## src/rtl/out_ch_if.sv

```systemverilog
// ---------------------------------------------------------------------------
// out_ch_if : request/grant bundle between the input ports of a router and
// one output-channel controller.
//
//   master : input-port side. Drives req/req_vch/send_in/ityp and the
//            downstream credit_in. Sees grt/ilck/irdy/ovalid/ovch/cerr.
//   slave  : out_ch_ctrl side (the granting side).
//
//   req        [NIN]        input i wants this output
//   req_vch    [NIN*VCHW]   output VC wanted by input i (slice i*VCHW +: VCHW)
//   send_in    [NIN]        input i moves a flit this cycle
//   ityp       [NIN*2]      flit type of input i: 00 body 01 head 10 tail 11 headtail
//   credit_in  [NVCH]       credit return pulse from downstream, per VC
//   grt        [NIN]        one-hot grant, held for a whole packet
//   ilck       [NVCH]       VC locked by the packet in flight
//   irdy       [NVCH]       VC has at least one downstream credit
//   ovalid/ovch             flit forwarded downstream and its VC
//   cerr                    sticky credit error
// ---------------------------------------------------------------------------
interface out_ch_if #(
  parameter int NIN  = 5,
  parameter int NVCH = 2,
  parameter int VCHW = 1
);
  logic [NIN-1:0]      req;
  logic [NIN*VCHW-1:0] req_vch;
  logic [NIN-1:0]      send_in;
  logic [NIN*2-1:0]    ityp;
  logic [NVCH-1:0]     credit_in;
  logic [NIN-1:0]      grt;
  logic [NVCH-1:0]     ilck;
  logic [NVCH-1:0]     irdy;
  logic                ovalid;
  logic [VCHW-1:0]     ovch;
  logic                cerr;

  modport master (
    output req, req_vch, send_in, ityp, credit_in,
    input  grt, ilck, irdy, ovalid, ovch, cerr
  );

  modport slave (
    input  req, req_vch, send_in, ityp, credit_in,
    output grt, ilck, irdy, ovalid, ovch, cerr
  );
endinterface

```

## src/rtl/out_ch_ctrl.sv

```systemverilog
// ---------------------------------------------------------------------------
// out_ch_ctrl : output-channel controller for one router output port.
//
// Round-robin arbitration over NIN input ports; the winner keeps the grant
// until its tail (or headtail) flit is forwarded. Each output VC has a credit
// counter tracking free downstream buffer slots; a flit only forwards when
// its VC has a credit.
//
// Ports:
//   clk   clock, rising edge
//   rst_  asynchronous active-low reset
//   ch    out_ch_if.slave (request/grant/credit bundle, see out_ch_if.sv)
//
// Optional build macro:
//   OUT_CH_CREDIT_CHECK_EN  builds the sticky credit-error detector behind
//                           ch.cerr (credit overflow / send without credit).
//                           Undefined: ch.cerr is tied to 0.
// ---------------------------------------------------------------------------

// Per-VC downstream credit counter. Starts full, decrements when a flit is
// forwarded on this VC, increments on a credit return, saturates at CRED.
module out_ch_cred #(
  parameter int CRED = 4
) (
  input  logic       clk,
  input  logic       rst_,
  input  logic       inc,
  input  logic       dec,
  output logic [3:0] cnt
);
  localparam logic [3:0] CMAX = 4'(CRED);

  always_ff @(posedge clk or negedge rst_) begin
    if (!rst_)
      cnt <= CMAX;
    else if (inc && !dec && cnt != CMAX)
      cnt <= cnt + 4'd1;
    else if (dec && !inc)
      cnt <= cnt - 4'd1;  // dec only happens with cnt != 0 (ovalid gated by irdy)
  end
endmodule

module out_ch_ctrl #(
  parameter int NIN  = 5,
  parameter int NVCH = 2,
  parameter int VCHW = 1,
  parameter int CRED = 4
) (
  input  logic clk,
  input  logic rst_,
  out_ch_if.slave ch
);
  localparam int PW = (NIN > 1) ? $clog2(NIN) : 1;
  localparam logic [NIN-1:0] ONE = NIN'(1);

  typedef enum logic [0:0] {IDLE, BUSY} state_t;

  state_t                     state;
  logic [NIN-1:0]             grt_q;
  logic [NVCH-1:0]            ilck_q;
  logic [VCHW-1:0]            gvch;    // VC of the granted packet
  logic [PW-1:0]              gidx;    // index of the granted input
  logic [PW-1:0]              rr;      // round-robin start point

  logic [NIN-1:0][VCHW-1:0]   rvch;
  logic [NIN-1:0][1:0]        typ;
  logic [NIN-1:0]             elig;
  logic [NVCH-1:0][3:0]       cnt;
  logic [NVCH-1:0]            irdy_w;
  logic [NVCH-1:0]            dec;
  logic                       ovalid_w;
  logic                       is_tail;
  logic                       found;
  logic [PW-1:0]              pick;

  assign rvch = ch.req_vch;
  assign typ  = ch.ityp;

  // ---- credit counters, one per output VC --------------------------------
  for (genvar v = 0; v < NVCH; v++) begin : g_vc
    assign dec[v]    = ovalid_w && (gvch == VCHW'(v));
    assign irdy_w[v] = (cnt[v] != 4'd0);

    out_ch_cred #(.CRED(CRED)) u_cred (
      .clk  (clk),
      .rst_ (rst_),
      .inc  (ch.credit_in[v]),
      .dec  (dec[v]),
      .cnt  (cnt[v])
    );
  end

  // ---- eligibility: requester's VC must be free and have a credit --------
  for (genvar i = 0; i < NIN; i++) begin : g_in
    assign elig[i] = ch.req[i] && !ilck_q[rvch[i]] && irdy_w[rvch[i]];
  end

  // First eligible index at or after rr, wrapping modulo NIN. NIN need not
  // be a power of two, so wrap by subtraction rather than truncation.
  always_comb begin
    int j;
    found = 1'b0;
    pick  = '0;
    j     = 0;
    for (int k = 0; k < NIN; k++) begin
      j = int'(rr) + k;
      if (j >= NIN) j = j - NIN;
      if (!found && elig[j]) begin
        found = 1'b1;
        pick  = PW'(j);
      end
    end
  end

  // ---- datapath handshake ------------------------------------------------
  // Sends from non-granted inputs are ignored: only send_in[gidx] counts.
  assign ovalid_w = (state == BUSY) && ch.send_in[gidx] && irdy_w[gvch];
  assign is_tail  = (typ[gidx] == 2'b10) || (typ[gidx] == 2'b11);

  // ---- arbitration FSM ---------------------------------------------------
  // Grant is registered, so it appears one cycle after an eligible request,
  // and a fresh grant cannot follow a tail in back-to-back cycles: the cycle
  // after the tail is spent in IDLE picking the next winner.
  always_ff @(posedge clk or negedge rst_) begin
    if (!rst_) begin
      state  <= IDLE;
      grt_q  <= '0;
      ilck_q <= '0;
      gvch   <= '0;
      gidx   <= '0;
      rr     <= '0;
    end else begin
      case (state)
        IDLE: begin
          if (found) begin
            state             <= BUSY;
            grt_q             <= ONE << pick;
            ilck_q[rvch[pick]] <= 1'b1;
            gvch              <= rvch[pick];
            gidx              <= pick;
            rr                <= (pick == PW'(NIN-1)) ? '0 : pick + PW'(1);
          end
        end
        BUSY: begin
          // Dropping req mid-packet does not release; only the tail does.
          if (ovalid_w && is_tail) begin
            state        <= IDLE;
            grt_q        <= '0;
            ilck_q[gvch] <= 1'b0;
          end
        end
        default: state <= IDLE;
      endcase
    end
  end

  assign ch.grt    = grt_q;
  assign ch.ilck   = ilck_q;
  assign ch.irdy   = irdy_w;
  assign ch.ovalid = ovalid_w;
  assign ch.ovch   = gvch;

  // ---- optional sticky credit error --------------------------------------
`ifdef OUT_CH_CREDIT_CHECK_EN
  logic            cerr_q;
  logic [NVCH-1:0] full;
  logic            ovf_any;
  logic            no_cred;

  for (genvar v = 0; v < NVCH; v++) begin : g_full
    assign full[v] = (cnt[v] == 4'(CRED));
  end

  // Overflow: a credit arrives for a VC that already holds all CRED credits.
  assign ovf_any = |(ch.credit_in & full);
  // Granted input tries to send while its VC has no credit.
  assign no_cred = (state == BUSY) && ch.send_in[gidx] && (cnt[gvch] == 4'd0);

  always_ff @(posedge clk or negedge rst_) begin
    if (!rst_)
      cerr_q <= 1'b0;
    else if (ovf_any || no_cred)
      cerr_q <= 1'b1;
  end

  assign ch.cerr = cerr_q;
`else
  assign ch.cerr = 1'b0;
`endif

endmodule

```

## src/flat_wrapper.sv

```systemverilog
// flat-port wrapper written by rule: the top's interface ports become plain ports
module out_ch_ctrl_flat 
#(
  parameter int NIN  = 5,
  parameter int NVCH = 2,
  parameter int VCHW = 1,
  parameter int CRED = 4
)
  (clk, rst_, ch_req, ch_req_vch, ch_send_in, ch_ityp, ch_credit_in, ch_grt, ch_ilck, ch_irdy, ch_ovalid, ch_ovch, ch_cerr);
  out_ch_if #(.NIN(NIN), .NVCH(NVCH), .VCHW(VCHW)) ch_i ();
  input  logic clk;
  input  logic rst_;
  input wire logic [$bits(ch_i.req)-1:0] ch_req;
  input wire logic [$bits(ch_i.req_vch)-1:0] ch_req_vch;
  input wire logic [$bits(ch_i.send_in)-1:0] ch_send_in;
  input wire logic [$bits(ch_i.ityp)-1:0] ch_ityp;
  input wire logic [$bits(ch_i.credit_in)-1:0] ch_credit_in;
  output wire logic [$bits(ch_i.grt)-1:0] ch_grt;
  output wire logic [$bits(ch_i.ilck)-1:0] ch_ilck;
  output wire logic [$bits(ch_i.irdy)-1:0] ch_irdy;
  output wire logic [$bits(ch_i.ovalid)-1:0] ch_ovalid;
  output wire logic [$bits(ch_i.ovch)-1:0] ch_ovch;
  output wire logic [$bits(ch_i.cerr)-1:0] ch_cerr;
  assign ch_i.req = ch_req;
  assign ch_i.req_vch = ch_req_vch;
  assign ch_i.send_in = ch_send_in;
  assign ch_i.ityp = ch_ityp;
  assign ch_i.credit_in = ch_credit_in;
  assign ch_grt = ch_i.grt;
  assign ch_ilck = ch_i.ilck;
  assign ch_irdy = ch_i.irdy;
  assign ch_ovalid = ch_i.ovalid;
  assign ch_ovch = ch_i.ovch;
  assign ch_cerr = ch_i.cerr;
  out_ch_ctrl #(.NIN(NIN), .NVCH(NVCH), .VCHW(VCHW), .CRED(CRED)) u_core (.clk(clk), .rst_(rst_), .ch(ch_i));
endmodule
```

## config.mk

```make
export PLATFORM = sky130hd
export DESIGN_NAME = out_ch_ctrl_flat
export DESIGN_NICKNAME = d
export VERILOG_FILES = /design/src/rtl/out_ch_if.sv /design/src/rtl/out_ch_ctrl.sv /design/src/flat_wrapper.sv
export SDC_FILE = /design/constraint.sdc
export NUM_CORES = 1
export LEC_CHECK = 0
export ABC_AREA = 0
export CORE_MARGIN = 2
export CORE_UTILIZATION = 23
export CTS_CLUSTER_SIZE = 12
export DETAILED_ROUTE_END_ITERATION = 8
export SYNTH_ARGS = -nofsm -noshare
export SYNTH_HDL_FRONTEND = slang
export SYNTH_SLANG_ARGS = --single-unit
```

## constraint.sdc

```tcl
create_clock -name clk -period 3.8 [get_ports clk]
set_input_delay 0.95 -clock clk [delete_from_list [all_inputs] [get_ports clk]]
set_output_delay 0.95 -clock clk [all_outputs]
set_load 0.02 [all_outputs]
```

## Word level (Yosys, flattened, before mapping)

Cells that the tools add are included.

- Bits in registers: 23
- Input bits: 29
- Output and inout bits: 12
- Logic and storage cells: 179

- Add/sub/neg operators: 14
- Order comparisons: 21
- Eq/ne operators: 7
- Shift-type cells: 1
- Mux-type cells: 76
- Bitwise operators: 5
- Reduce and logical (&&, ||, !) cells: 47

Operators with widths:

| operator | count |
|---|---|
| less-than comparator 32 x 5 -> 1 bit, second input constant | 5 |
| two-way mux 32 bit | 5 |
| greater-or-equal comparator 32 x 4 -> 1 bit, second input constant | 4 |
| subtractor 32 x 4 -> 32 bit, second input constant | 4 |
| two-way mux 1 bit | 43 |
| logical AND 1 bit | 27 |
| binary-select mux 1 bit (select 3 bit) | 7 |
| two-way mux 3 bit | 6 |
| two-way mux 4 bit | 4 |
| less-than comparator 1 x 2 -> 1 bit, second input constant | 7 |
| zero test 1 bit | 13 |
| two-way mux 5 bit | 2 |
| one-hot mux 5 bit (2 select lines) | 1 |
| adder 3 x 2 -> 4 bit, second input constant | 2 |
| adder 4 x 1 -> 4 bit, second input constant | 2 |
| less-than comparator 3 x 4 -> 1 bit, second input constant | 2 |
| inequality test 4 x 3 -> 1 bit, second input constant | 2 |
| nonzero test 4 bit | 2 |
| subtractor 4 x 1 -> 4 bit, second input constant | 2 |
| binary-select mux 2 bit (select 3 bit) | 1 |
| two-way mux 2 bit | 3 |
| << shifter 1 x 3 -> 5 bit, first input constant | 1 |
| adder 3 x 1 -> 4 bit, second input constant | 1 |
| adder 3 x 3 -> 4 bit, second input constant | 1 |
| 18 further kinds | 24 |

## Depth between registers and ports, before layout

Gate-level depths: netlist (run 1).

- Word-level depth: 30
- Gate-level depth with buffers: 21

## By module

A second synthesis (run 1) with hierarchy kept.

- Cell total of the unflattened synthesis: 298
- Area, all modules: 2801.4 um2

By module, submodules not included:

| module | instances | cells an instance | area an instance (um2) | seq. area each (um2) |
|---|---|---|---|---|
| out_ch_ctrl | 1 | 260 | 2245.9 | 375.4 |
| out_ch_cred | 2 | 19 | 277.8 | 101.3 |

## Least setup slack after synthesis (run 1)

No wires, ideal clock.

- Path type: register to register
- Start point: register u_core.rr[1]
- End point: register u_core.rr[2]
- Setup time: 0.082 ns
- Arrival time: 3.893 ns
- Setup slack: -0.175 ns
- Stages on the path, launching flop included: 18
- Period minus slack after synthesis: 3.975 ns
- Path through: dfrtp_1 -> clkbuf_1 -> inv_1 -> ha_1 -> buf_2 -> clkinv_1 -> o41ai_2 -> or2_2 -> nand4_1 -> a31o_2 -> a311oi_1 -> o31ai_4 -> nand2_1 -> inv_1 -> ha_1 -> ha_1 -> nand2b_1 -> o22ai_1

- Word-level cells in the longest chain between the ends: 20

RTL lines:

| what | line | source |
|---|---|---|
| start: declaration | out_ch_ctrl.sv:63 | `logic [PW-1:0] rr;` |
| start signal: assignment | out_ch_ctrl.sv:141 | `rr <= (pick == PW'(NIN-1)) ? '0 : pick + PW'(1);` |
| parallel branches: the longest is 17 deep, another holds subtractor 32 x 4 -> 32 bit | -- |  |
| two-way mux 3 bit (*) | out_ch_ctrl.sv:108 | `if (!found && elig[j]) begin` |
| net u_core.pick[0] | out_ch_ctrl.sv:74 | `logic [PW-1:0] pick;` |
| adder 3 x 1 -> 3 bit / equality test 3 bit (equally long branches) | out_ch_ctrl.sv:141 |  |
| two-way mux 3 bit (*) | out_ch_ctrl.sv:141 |  |

Mark *: on every way through the listed nets, which the timed path passes. The select of a mux whose other input is x is not followed.
A chain may end at the register's enable or synchronous reset.

## Final worst setup path (run 1)

- Start point: input port ch_req[0]
- End point: register u_core.rr[2]

- Word-level cells in the longest chain between the ends: 20

RTL lines:

| what | line | source |
|---|---|---|
| start: declaration | flat_wrapper.sv:13 | `input wire logic [$bits(ch_i.req)-1:0] ch_req;` |
| logical AND 1 bit (*) (2 in a row) | out_ch_ctrl.sv:95 | `assign elig[i] = ch.req[i] && !ilck_q[rvch[i]] && irdy_w[rvch[i]];` |
| binary-select mux 1 bit (select 3 bit) | out_ch_ctrl.sv:108 |  |
| two-way mux 1 bit (implied by the code) (2 in a row) | out_ch_ctrl.sv:108 |  |
| two-way mux 1 bit | out_ch_ctrl.sv:108 |  |
| zero test 1 bit | out_ch_ctrl.sv:108 |  |
| logical AND 1 bit | out_ch_ctrl.sv:108 |  |
| two-way mux 1 bit | out_ch_ctrl.sv:108 |  |
| zero test 1 bit | out_ch_ctrl.sv:108 |  |
| [3 not listed] | -- |  |
| logical AND 1 bit | out_ch_ctrl.sv:108 |  |
| two-way mux 1 bit | out_ch_ctrl.sv:108 |  |
| zero test 1 bit | out_ch_ctrl.sv:108 |  |
| logical AND 1 bit | out_ch_ctrl.sv:108 |  |
| two-way mux 3 bit (*) | out_ch_ctrl.sv:108 |  |
| net u_core.pick[1] | out_ch_ctrl.sv:74 |  |
| adder 3 x 1 -> 3 bit / equality test 3 bit (equally long branches) | out_ch_ctrl.sv:141 |  |
| two-way mux 3 bit (*) | out_ch_ctrl.sv:141 |  |

The timed path passes the listed nets; every way through them passes the cells marked *. The select of a mux whose other input is x is not followed.

==> impl_metrics.csv, run 1 <==
group,metric,value,unit
timing,fin_crit_sh,0.988,
finish,nFillCells,1193,
synth,ys_ff_latch,23,
floorplanning,die_height,114,µm
clocking,tritoncts,"built",
routing,dr.pass1.iters,4,
finish,regArea,578,µm²
grt,grt_overflow,0,
timing,tightest_slew,1.03,ns
grt,antenna_found_initial,0,
clocking,clk_path_buf_depth,2,
clocking,clk_pin_slew_worst_paths,0.06,ns
worst_setup_path,reg2reg_depth,13,
grt,grt_max_degree,24,
grt,grt_pass1_vias,2944,
synth,ys.flop_type,"dfrtp_1",
synth,yosysWarnings,0,
synth,syn_area,2760,µm²
clocking,cts_made_buffers,3,
timing,fin_hold_ws,0.506,ns
floorplanning,die_area,12900,µm²
clocking,h-tree-depth,1,
worst_setup_path,r2r_start,"u_core.g_vc[0].u_cred.cnt[1]",
synth,synth_nets,373,
finish,areaGrowthSynthToFinish,46.0,%
min_path,min_path_type,"register to register",
routing,wire_per_inst,14.6,µm
routing,viasPerCell,5.15,
clocking,root_buffer,"clkbuf_16",
routing,drt-initial-drc-count,227,
timing,clock_skew,0.00168,ns
finish,final_util,0.340,
routing,drc,0,
floorplanning,rows,40,
worst_setup_path,required,3.98,ns
finish,antenna_cells,0,
finish,fin_nets,464,
placed_design,place.gp.congestion,0.843,
synth,seq_area_frac_synth,0.209,
synth,syn_area_per_cell,8.56,µm²
worst_setup_path,worstPathArrival,3.94,ns
timing,slew_headroom,0.310,
synth,yosysUniqueCellTypes,81,
routing,route.vias.total,2882,
placed_design,dp_hpwl,6240,µm
worst_setup_path,crit_fanout,4,
floorplanning,core-area,11900,µm²
clocking,clk_latency,0.26,ns
floorplanning,io_pins,41,
clocking,clkSinkCount,23,
synth,synth_cells,323,
worst_setup_path,setup.worst_path.start_class,"primary input",
outcome,status,"complete, no violations",
worst_setup_path,critPathKind,"primary input to register",
timing,drv_slew,0,
synth,synth_edf_count,0,
min_path,min_from,"u_core.g_vc[0].u_cred.cnt[3]",
finish,multi_input_area,2260,µm²
worst_setup_path,reg2reg_to,"u_core.rr[2]",
timing,setup_viol,0,
worst_setup_path,cp-endpoint,"u_core.rr[2]",
worst_setup_path,end_kind,"register",
floorplanning,die_w,114,µm
timing,fmax,266,MHz
grt,grt_usage,0.125,
routing,wl,8160,µm
timing,final.min_clock_period,3.76,ns
timing,hold_viol_final,0,
routing,antenna_left,0,
timing,tns,0,ns
placed_design,io_buffers,34,
worst_setup_path,r2r_slack,0.16,ns
finish,layout-drive-gt1-share,0.339,
run,maxCapViolations,0,
worst_setup_path,crit_start,"ch_req[0]",
grt,grt_pass1_wl,13600,µm
floorplanning,initial_core_util,0.233,
synth,async_reset_ff_frac,1.00,
how the worst min path moves through the flow:
stage,to,slack [ns],cells past startpoint
global route,u_core.g_vc[0].u_cred.cnt[3],0.52,1
floorplan,u_core.g_vc[1].u_cred.cnt[3],0.46,1
global placement,u_core.g_vc[0].u_cred.cnt[3],0.49,1
detailed placement,u_core.ch.grt[0],0.49,1
CTS,u_core.g_vc[0].u_cred.cnt[3],0.51,1
finish,u_core.g_vc[0].u_cred.cnt[3],0.51,1
layer usage:
layer  track usage  vias up  part of all wire
met2         0.223       63              0.50
li1              -     1396                 -
met1         0.163     1407              0.45
met4        0.0350        0             0.015
met3       0.00956       16             0.028
met5             0        -                 0
flip-flops by register name, summed over array words and instances (netlist names):
register,cells
u_core.g_vc.u_cred.cnt,8
u_core.ch.ovch,1
u_core.state,1
u_core.ch.ilck,2
u_core.ch.grt,5
u_core.rr,3
u_core.gidx,3
cells by family after synthesis:
family                   Yosys count  synth area share
XOR/XNOR                           9            0.0285
buffers and inverters             35            0.0570
flip-flops                        23             0.209
other                              1           0.00136
multiplexers                      14            0.0620
adder cells (fa/ha/maj)           21             0.103
AO/OA/AOI/OAI                    108             0.312
AND/OR/NAND/NOR                  112             0.227
cells in the mapped netlist (7+ instances only):
| master | number | area [µm²] |
|---|---|---|
| nand2_1 | 23 | 86.3 |
| o21ai_0 | 16 | 80.1 |
| a21oi_1 | 18 | 90.1 |
| ha_1 | 18 | 225 |
| o211ai_1 | 10 | 75.1 |
| mux2i_1 | 7 | 70.1 |
| clkbuf_1 | 7 | 26.3 |
| nor3_1 | 7 | 35.0 |
| dfrtp_1 | 21 | 526 |
| inv_1 | 18 | 67.6 |
| nor2_1 | 30 | 113 |
| nand2b_1 | 7 | 43.8 |
cells in the final DEF (no fill, tap or decap), drive strengths merged, types with 4 or more instances in the layout:
cell,instances
clkdlybuf4s50,28
a32o,6
o31ai,4
o22ai,5
or3,4
nor2,30
clkbuf,4
nand3,4
a21o,4
and3b,6
inv,18
o211ai,12
mux2i,7
nor2b,6
or2,4
mux2,5
a21oi,20
buf,68
nand2b,8
dlymetal6s2s,6
nor3,7
a32oi,6
or4,4
nand2,23
ha,18
xnor2,6
dfrtp,21
o21ai,19
what timing repair did:
item	4_1_cts	5_1_grt
pin swaps	0	14
buffers inserted	0	7
resized for setup	2	50
hold buffers	0	0
setup endpoints to repair	2	11
critical path, stage by stage:
cell	delay, ns
clkdlybuf4s50_1	0.42
and3b_1	0.20
a32o_2	0.29
a22o_2	0.28
o41ai_2	0.32
o21ai_1	0.14
and2b_4	0.28
o31a_1	0.18
a21oi_2	0.05
buf_4	0.15
ha_2	0.17
ha_1	0.27
nand2b_4	0.14
o22ai_2	0.10
through the flow:
step	instance area [µm²]	cells	worst slack, ns
2_1_floorplan	2780	323	0.00757
3_3_place_gp	3670	549	-0.216
3_5_place_dp	3670	549	-0.255
4_1_cts	3760	553	0.0154
5_1_grt	4040	560	-0.00864
6_report	4040	560	0.0449
cell type report:
type / instances / share of cell area
well taps: 147 / 0.0456
inverters: 19 / 0.0180
repair buffers: 102 / 0.215
flip-flops and latches: 23 / 0.143
multi-input cells: 265 / 0.559
clock buffers: 4 / 0.0195
Power of run 1 is not shown: default switching activity piles up to over one toggle a cycle in this logic, so the estimate is an artifact.
==> inputs of run 2 (changes only) <==
--- a/config.mk
+++ b/config.mk
@@ -10,6 +10,7 @@
 export CORE_UTILIZATION = 23
 export CTS_CLUSTER_SIZE = 12
 export DETAILED_ROUTE_END_ITERATION = 8
+export SKIP_LAST_GASP = 1
 export SYNTH_ARGS = -nofsm -noshare
 export SYNTH_HDL_FRONTEND = slang
 export SYNTH_SLANG_ARGS = --single-unit
==> results of run 2 <==
No change in the layout: final DEF, timing and power equal those of run 1.
Power of run 2 is left out for the same reason.
==> inputs of run 3 (changes only) <==
--- a/config.mk
+++ b/config.mk
@@ -6,11 +6,14 @@
 export NUM_CORES = 1
 export LEC_CHECK = 0
 export ABC_AREA = 0
+export CORE_ASPECT_RATIO = 0.7
 export CORE_MARGIN = 2
-export CORE_UTILIZATION = 23
+export CORE_UTILIZATION = 43
 export CTS_CLUSTER_SIZE = 12
 export DETAILED_ROUTE_END_ITERATION = 8
+export PLACE_DENSITY = 0.68
 export SKIP_LAST_GASP = 1
 export SYNTH_ARGS = -nofsm -noshare
 export SYNTH_HDL_FRONTEND = slang
 export SYNTH_SLANG_ARGS = --single-unit
+export TNS_END_PERCENT = 30
==> run 3 against run 2 <==
  * Maximum frequency grew 1.5%
  * Critical path depth stayed put
  * Cell count decreased by 11%
  * Largest cell class unchanged
  * Highest routed layer unchanged
==> impl_metrics.csv, run 3 (synthesis results as in run 1) <==
group,metric,value,unit
outcome,status,"complete, no violations",
clocking,tritoncts,"built",
grt,grt_usage,0.233,
floorplanning,rows,24,
placed_design,placed_area,3660,µm²
finish,regArea,578,µm²
routing,viasPerCell,5.91,
clocking,root_buffer,"clkbuf_8",
clocking,clkSinkCount,23,
floorplanning,initial_core_util,0.445,
finish,stdcell_count,500,
worst_setup_path,worstPathArrival,3.89,ns
floorplanning,die_w,99.8,µm
finish,multi_input_area,2200,µm²
finish,areaGrowthSynthToFinish,42.0,%
worst_setup_path,crit_path_top_delay_cell,"clkdlybuf4s50_1",
clocking,clk_path_buf_depth,2,
routing,antenna_left,0,
finish,regMostFlops,"u_core.g_vc.u_cred.cnt",
timing,tightest_slew,1.03,ns
floorplanning,die_height,71.1,µm
worst_setup_path,crit_chain,"clkdlybuf4s50_1 -> and3b_2 -> a32oi_4 -> buf_6 -> o22ai_1 -> o41ai_2 -> o21ai_1 -> and2b_4 -> o31a_1 -> a21oi_4 -> ha_1 -> ha_1 -> nand2b_1 -> o22ai_1",
worst_setup_path,critPathKind,"primary input to register",
grt,grt_max_degree,24,
timing,fin_crit_sh,0.974,
clocking,clk_latency,0.27,ns
routing,drc,0,
grt,grtUsageMet1,0.336,
worst_setup_path,crit_family,"compound AO/OA/AOI/OAI gates",
timing,hold_viol_final,0,
grt,use_met3,0.0366,
grt,antenna_found_initial,0,
routing,drt-initial-drc-count,167,
worst_setup_path,end_kind,"register",
finish,fin_nets,473,
finish,final_common_cell,"buf_4",
timing,final.min_clock_period,3.70,ns
grt,grt_overflow,0,
timing,slew_headroom,0.311,
timing,setup_viol,0,
timing,rsz0062_at_grt,"true",
finish,layout_common_cells,"buf_4, clkdlybuf4s50_1, nor2_1",
placed_design,dp_hpwl,6600,µm
clocking,h-tree-depth,1,
finish,layout-drive-gt1-share,0.336,
run,maxCapViolations,0,
worst_setup_path,setup.worst_path.start_class,"primary input",
grt,grt_pass1_vias,2800,
floorplanning,io_pins,41,
worst_setup_path,crit_fanout,4,
grt,grt-busiest-layer,"met2",
floorplanning,die_area,7100,µm²
timing,clock_skew,0.00589,ns
finish,nFillCells,513,
routing,wire_per_inst,16.7,µm
finish,largest_reg_flops,8,
worst_setup_path,crit_buf_inv,2,
finish,stdcell_area,3930,µm²
routing,dr.pass1.iters,5,
routing,route.vias.total,2956,
grt,grt_pass1_wl,13500,µm
clocking,cts_made_buffers,3,
finish,antenna_cells,0,
placed_design,io_buffers,34,
grt,grt_use_met2,0.376,
clocking,clk_pin_slew_worst_paths,0.08,ns
timing,setup_ws,0.0994,ns
placed_design,pre_cts_slack,-0.382,ns
placed_design,dp_cells,491,
worst_setup_path,required,3.99,ns
worst_setup_path,cpPeakStageDelay,0.45,ns
min_path,min_path_type,"register to register",
floorplanning,core-area,6220,µm²
timing,drv_slew,0,
routing,wl,8330,µm
timing,fmax,270,MHz
placed_design,place.gp.congestion,0.897,
==> run 3: per-stage QoR <==
step	setup TNS, ns	hold slack (ns)	utilization
CTS	0	0.509	0.598
detailed placement	-2.72	0.490	0.589
finish	0	0.504	0.631
global placement	-2.02	0.485	0.589
global route	-0.0305	0.533	0.631
floorplan	0	0.462	-
==> run 3: worst paths after layout <==
check	depth (start not counted)	startpoint	slack, ns	endpoint
worst max-delay path	14	ch_req_vch[3]	0.1	u_core.rr[2]
worst max register to register	14	u_core.rr[0]	0.12	u_core.rr[2]
worst min-delay path	1	u_core.ch.grt[2]	0.50	u_core.ch.grt[2]
min in group asynchronous	1	rst_	1.25	u_core.ch.ovch
max in group asynchronous	1	rst_	1.94	u_core.ch.ilck[1]
worst min register to register	1	u_core.ch.grt[2]	0.50	u_core.ch.grt[2]
==> run 3: layout make-up <==
type                            instances  area share
Clock buffer                            3      0.0105
Clock inverter                          1     0.00128
Inverter                               19      0.0185
Multi-Input combinational cell        265       0.560
Sequential cell                        23       0.147
Tap cell                               78      0.0249
Timing Repair Buffer                  111       0.237
==> run 3: metal layers <==
metal  wire length [µm]  share of wire
met1               3870           0.46
met2               3760           0.45
met3                621          0.075
met4                 82         0.0098
met5                  0              0
==> run 3: what timing repair did <==
action                     CTS  global route
hold buffers                 0             0
setup endpoints to repair    5             9
resized for setup            2            36
pin swaps                    0            10
setup buffers                0             5
Power of run 3 is left out for the same reason.
==> RTL change 1, RTL diff (settings of run 1) <==
`NIN` is set to 5 in 3 places; all go to 10.
--- a/src/rtl/out_ch_if.sv
+++ b/src/rtl/out_ch_if.sv
@@ -19,5 +19,5 @@
 // ---------------------------------------------------------------------------
 interface out_ch_if #(
-  parameter int NIN  = 5,
+  parameter int NIN  = 10,
   parameter int NVCH = 2,
   parameter int VCHW = 1
--- a/src/rtl/out_ch_ctrl.sv
+++ b/src/rtl/out_ch_ctrl.sv
@@ -42,5 +42,5 @@
 
 module out_ch_ctrl #(
-  parameter int NIN  = 5,
+  parameter int NIN  = 10,
   parameter int NVCH = 2,
   parameter int VCHW = 1,
--- a/src/flat_wrapper.sv
+++ b/src/flat_wrapper.sv
@@ -2,5 +2,5 @@
 module out_ch_ctrl_flat 
 #(
-  parameter int NIN  = 5,
+  parameter int NIN  = 10,
   parameter int NVCH = 2,
   parameter int VCHW = 1,
Ports: changed (5 resized); port bits go from 41 to 71. The function was not compared with the original's and may differ.
==> RTL change 1 against run 1 <==
The flow now finishes with violations (negative setup slack). Design area increased by 120%. Synthesized cell count up 86%. Sequential cell count up 7. First-iteration DRC count rose by 68%. Worst setup slack worse by 830 ps. Register-to-register slack got worse by 950 ps. Critical path depth is 3 higher. Sequential share of layout area decreased by 5.8 points. Routed wire length grew 140%. Via count grew 110%. Area after synthesis increased by 79%. Count of clock-buffer cells in the layout is 3 higher. Final cell count grew 110%.
Power is left out: the tool's default activity adds up to more than one toggle a clock period on the data nets, which glitch-free logic cannot reach.
==> RTL change 1: results (changes against run 1) <==
stage,metric,value,unit,change
yosys,ys.flop_type,dfrtp_1,,
sta,skew,2.56,ps,+0.878 ps
cts,cts_buffers,5,,+2
detailed_routing,wl,19800,um,+140%
global_routing,grt_max_degree,31,,+29%
yosys,ys_top_cells_by_area,"dfrtp_1, ha_1, mux4_2",,
detailed_routing,drt_pass1_iterations,4,,unchanged
global_routing,grt_pass1_vias,6039,,+110%
yosys,synth_fp_nets,689,,+85%
critical_path,cp_top_family,simple AND/OR/NAND/NOR gates,,
yosys,seq_area_frac_synth,15.2,%,-5.7 points
critical_path,slowest_delay,560,ps,+140 ps
status,status,"finished, violations left",,
cts,clkTransAtPathRegs,50,ps,
detailed_routing,drt-vias-per-instance,5.11,,-0.80%
yosys,synthTopCellsByCount,"nor2_1, nand2_1, ha_1, dfrtp_1, mux2i_1",,
yosys,ys_warn_count,0,,unchanged
finish,largest_reg_flops,10,,+2
worst_hold_path,hp-class,reg2reg,,
yosys,async_reset_ff_share,100,%,unchanged
status,violations,negative setup slack,,
placement,place_hpwl,15000,um,+140%
finish,fillers,2035,,+71%
placement,gp_congestion,0.987,,+17%
global_routing,grt_first_pass_wirelength,30200,um,+120%
global_routing,gr-usage-all-layers,16.5,%,+4.0 points
cts,clk_latency,270,ps,
yosys,synth_cell_types,93,,+15%
cts,clock_path_buffers,2,,unchanged
sta,timing.final.ws_setup,-788,ps,-833 ps
cts,cts_max_level,2,,+1
detailed_routing,drtIter0Drc,382,,+68%
sta,setup_viol,22,,+22
finish,drive_above_1_share,49.1,%,+15 points
placement,numPortBuffers,59,,+74%
cts,cts_root_buffer,clkbuf_16,,
critical_path,crit_arrival,4750,ps,+810 ps
critical_path,cpMaxStageDelayCell,or4b_4,,
global_routing,antenna_found_initial,0,,unchanged
critical_path,path_max_fanout,6,,+2
finish,n_antenna_cell,0,,unchanged
finish,final_nets,998,,+120%
-- RTL change 1: cell count changes after synthesis, sizes merged, moves of 9 or more --
cell,before,now
clkbuf,7,19
a22o,1,10
nand2,23,43
mux4,2,12
o21ai,19,28
ha,18,30
nor4,3,13
mux2i,7,27
nand3,4,21
nor2,30,50
-- RTL change 1: kinds of logic (layout without fill, tap and decap cells) --
group / count (synthesis) / after routing / synth area share, %
compound gates: 189 / 189 / 28.8
other cells: 1 / 1 / 0.0756
flops: 30 / 30 / 15.2
simple gates: 227 / 227 / 25.5
fa+ha+maj: 33 / 33 / 8.78
mux: 48 / 48 / 13.0
buf+inv: 56 / 366 / 4.92
xor+xnor: 18 / 18 / 3.73
-- RTL change 1: cell type report --
type / count / area [sq um] / share of cell area [%]
inverter: 26 / 111 / 1.25
multi-input combinational: 516 / 4800 / 54.1
timing repair buffer: 332 / 2720 / 30.6
sequential: 30 / 756 / 8.51
clock buffer: 7 / 143 / 1.61
clock inverter: 1 / 5.00 / 0.0564
tap: 275 / 344 / 3.88
-- RTL change 1: metrics by stage --
stage,TNS [ps],std cells,cell area (sq um),hold slack [ps],worst slack [ps]
CTS,-10910,1164,8220,518,-746
global route,-14440,1187,8880,541,-945
detailed placement,-22560,1142,7690,496,-1380
global placement,-21070,1142,7690,499,-1290
floorplan,-10610,602,5180,491,-951
finish,-11580,1187,8880,511,-788
-- RTL change 1: worst paths after layout --
check	cells after the start	slack, ps	startpoint	endpoint
min in group asynchronous	2	1060	rst_	u_core.g_vc[1].u_cred.cnt[3]
hold / removal	1	510	u_core.ch.grt[2]	u_core.ch.grt[2]
setup reg to reg	17	-790	u_core.rr[1]	u_core.ch.ilck[0]
hold reg to reg	1	510	u_core.ch.grt[2]	u_core.ch.grt[2]
setup / recovery	17	-790	u_core.rr[1]	u_core.ch.ilck[0]
max in group asynchronous	2	2430	rst_	u_core.g_vc[0].u_cred.cnt[2]
-- RTL change 1: repair_timing --
action | 4_1_cts | 5_1_grt
hold endpoints to repair | 0 | 0
cloned | 0 | 1
endpoints found under the setup margin | 23 | 22
gates resized for setup | 80 | 95
pin swaps | 39 | 17
setup buffers | 16 | 23
-- RTL change 1: per-layer routing --
metal / wire length, um / vias to the layer above / global-route usage, % / part of all wire (%)
met3: 923 / 39 / 1.54 / 4.7
met1: 9050 / 2906 / 23.2 / 46
met4: 471 / 0 / 4.35 / 2.4
met5: 0 / - / 0 / 0
li1: - / 2934 / - / -
met2: 9330 / 181 / 27.2 / 47
==> RTL change 2, RTL diff (flow settings as in run 1) <==
Made on the original files. Add a define of `OUT_CH_CREDIT_CHECK_EN`.
--- a/src/rtl/out_ch_ctrl.sv
+++ b/src/rtl/out_ch_ctrl.sv
@@ -20,4 +20,6 @@
 // Per-VC downstream credit counter. Starts full, decrements when a flit is
 // forwarded on this VC, increments on a credit return, saturates at CRED.
+`define OUT_CH_CREDIT_CHECK_EN
+
 module out_ch_cred #(
   parameter int CRED = 4
Check against the original RTL: not equivalent (a bounded check fails within 4 cycles, from zero or initial values and one cycle with rst_ low).
==> RTL change 2 against run 1 <==
Sequential cell count increased by 1. Routed wire length decreased by 7.7%. Critical path type is now in2out. Non-clock buffer count down 1. Worst setup slack better by 33 ps. Design area is 6.3% lower. Area after synthesis shrank 3.9%.
Power is left out: the tool's default activity adds up to more than one toggle a clock period on the data nets, which glitch-free logic cannot reach.
==> RTL change 2: results (changes against run 1) <==
stage,metric,value,unit,change
status,status,"complete, no violations",,
detailed_routing,wl,7530,um,-7.7%
yosys,ys_top_cells_by_area,"dfrtp_1, ha_1, mux2i_1",,
detailed_routing,wl_met1,3570,um,-3.3%
cts,cts_buffers,3,,unchanged
critical_path,slowest_delay,620,ps,+200 ps
finish,drive_above_1_share,30.0,%,-3.9 points
global_routing,grt_max_degree,25,,+4.2%
sta,finalHoldViolCount,0,,unchanged
cts,cts_max_level,1,,unchanged
worst_hold_path,hp-class,reg2reg,,
global_routing,gr-usage-all-layers,11.9,%,-0.60 points
placement,place_hpwl,6060,um,-2.8%
yosys,ys.flop_type,dfrtp_1,,
cts,clock_path_buffers,2,,unchanged
detailed_routing,wl_met2,3620,um,-12%
sta,skew,3.31,ps,+1.63 ps
yosys,synthTopCellsByCount,"dfrtp_1, nor2_1, nand2_1, inv_1, ha_1",,
detailed_routing,vias,2644,,-8.3%
finish,final_nets,437,,-5.8%
critical_path,cp_top_family,buffers and inverters,,
finish,regMostFlops,u_core.g_vc.u_cred.cnt,,
detailed_routing,dr.max_layer_used,met4,,
global_routing,use_met1,16.2,%,-0.050 points
sta,slew-limit-headroom,27.0,%,-3.9 points
yosys,async_reset_ff_share,100,%,unchanged
worst_hold_path,worst_hold_startpoint,u_core.g_vc[1].u_cred.cnt[3],,
global_routing,grt_pass1_vias,2604,,-12%
global_routing,met2_usage,20.4,%,-1.9 points
critical_path,r2r-start,u_core.rr[1],,
critical_path,path_max_fanout,2,,-2
cts,cts_setup_buffers,0,,unchanged
finish,largest_reg_flops,8,,unchanged
cts,cts_root_buffer,clkbuf_16,,
critical_path,reg2reg_setup_slack,160,ps,about the same
yosys,seq_area_frac_synth,22.7,%,+1.8 points
finish,n_antenna_cell,0,,unchanged
detailed_routing,drtIter0Drc,98,,-57%
critical_path,crit_arrival,2770,ps,-1170 ps
yosys,synth_cell_types,76,,-6.2%
global_routing,grt_use_met3,0.817,%,-0.14 points
yosys,ys_warn_count,0,,unchanged
global_routing,antenna_found_initial,0,,unchanged
critical_path,cp-startpoint,ch_send_in[0],,
placement,gp_congestion,0.816,,-3.1%
yosys,synth_fp_nets,339,,-9.1%
detailed_routing,drt_pass1_iterations,4,,unchanged
placement,numPortBuffers,35,,+2.9%
cts,ctsResizeCount,0,,-2
global_routing,grt_first_pass_wirelength,12400,um,-8.9%
detailed_routing,drtAntennaViolNets,0,,unchanged
cts,clk_latency,260,ps,about the same
detailed_routing,wl_met3,195,um,-14%
cts,clkTransAtPathRegs,60,ps,about the same
-- RTL change 2: cell count changes after synthesis, sizes merged, moves of 5 or more --
cell / run 1 / this run
nor2: 30 / 22
o21ai: 19 / 11
a21oi: 20 / 13
o211ai: 12 / 5
a31oi: 3 / 8
nand2b: 8 / 3
-- RTL change 2: cells by family (layout without fill, tap and decap cells) --
| kind of cell | count (synthesis) | after routing | synth area share [%] |
|---|---|---|---|
| compound gates | 89 | 89 | 28.0 |
| xor+xnor | 14 | 14 | 4.62 |
| fa+ha+maj | 20 | 20 | 10.3 |
| buf+inv | 27 | 124 | 4.52 |
| flops | 24 | 24 | 22.7 |
| mux | 19 | 19 | 8.43 |
| simple gates | 97 | 97 | 21.4 |
-- RTL change 2: layout make-up --
type / count / area [sq um]
fillers: 1184 / 7540
multi-input cells: 239 / 1990
repair buffers: 101 / 851
flip-flops and latches: 24 / 603
well taps: 143 / 179
clock buffers: 4 / 88.8
inverters: 19 / 71.3
-- RTL change 2: final timing paths --
kind                                                end  depth (start not counted)
max                                           ch_ovalid                          6
min                        u_core.g_vc[1].u_cred.cnt[3]                          1
max reg2reg                            u_core.ch.grt[1]                         13
min reg2reg                u_core.g_vc[1].u_cred.cnt[3]                          1
max in group asynchronous  u_core.g_vc[0].u_cred.cnt[2]                          2
min in group asynchronous                u_core.ch.cerr                          1
-- RTL change 2: per-stage QoR --
| step | instances | hold WS [ps] | setup WS [ps] | cell area, sq um |
|---|---|---|---|---|
| 6_report | 530 | 506 | 78.0 | 3780 |
| 5_1_grt | 530 | 533 | -53.0 | 3780 |
| 4_1_cts | 531 | 501 | 10.4 | 3730 |
| 3_5_place_dp | 527 | 488 | -250 | 3640 |
| 3_3_place_gp | 527 | 485 | -216 | 3640 |
| 2_1_floorplan | 290 | 466 | 54.9 | 2660 |
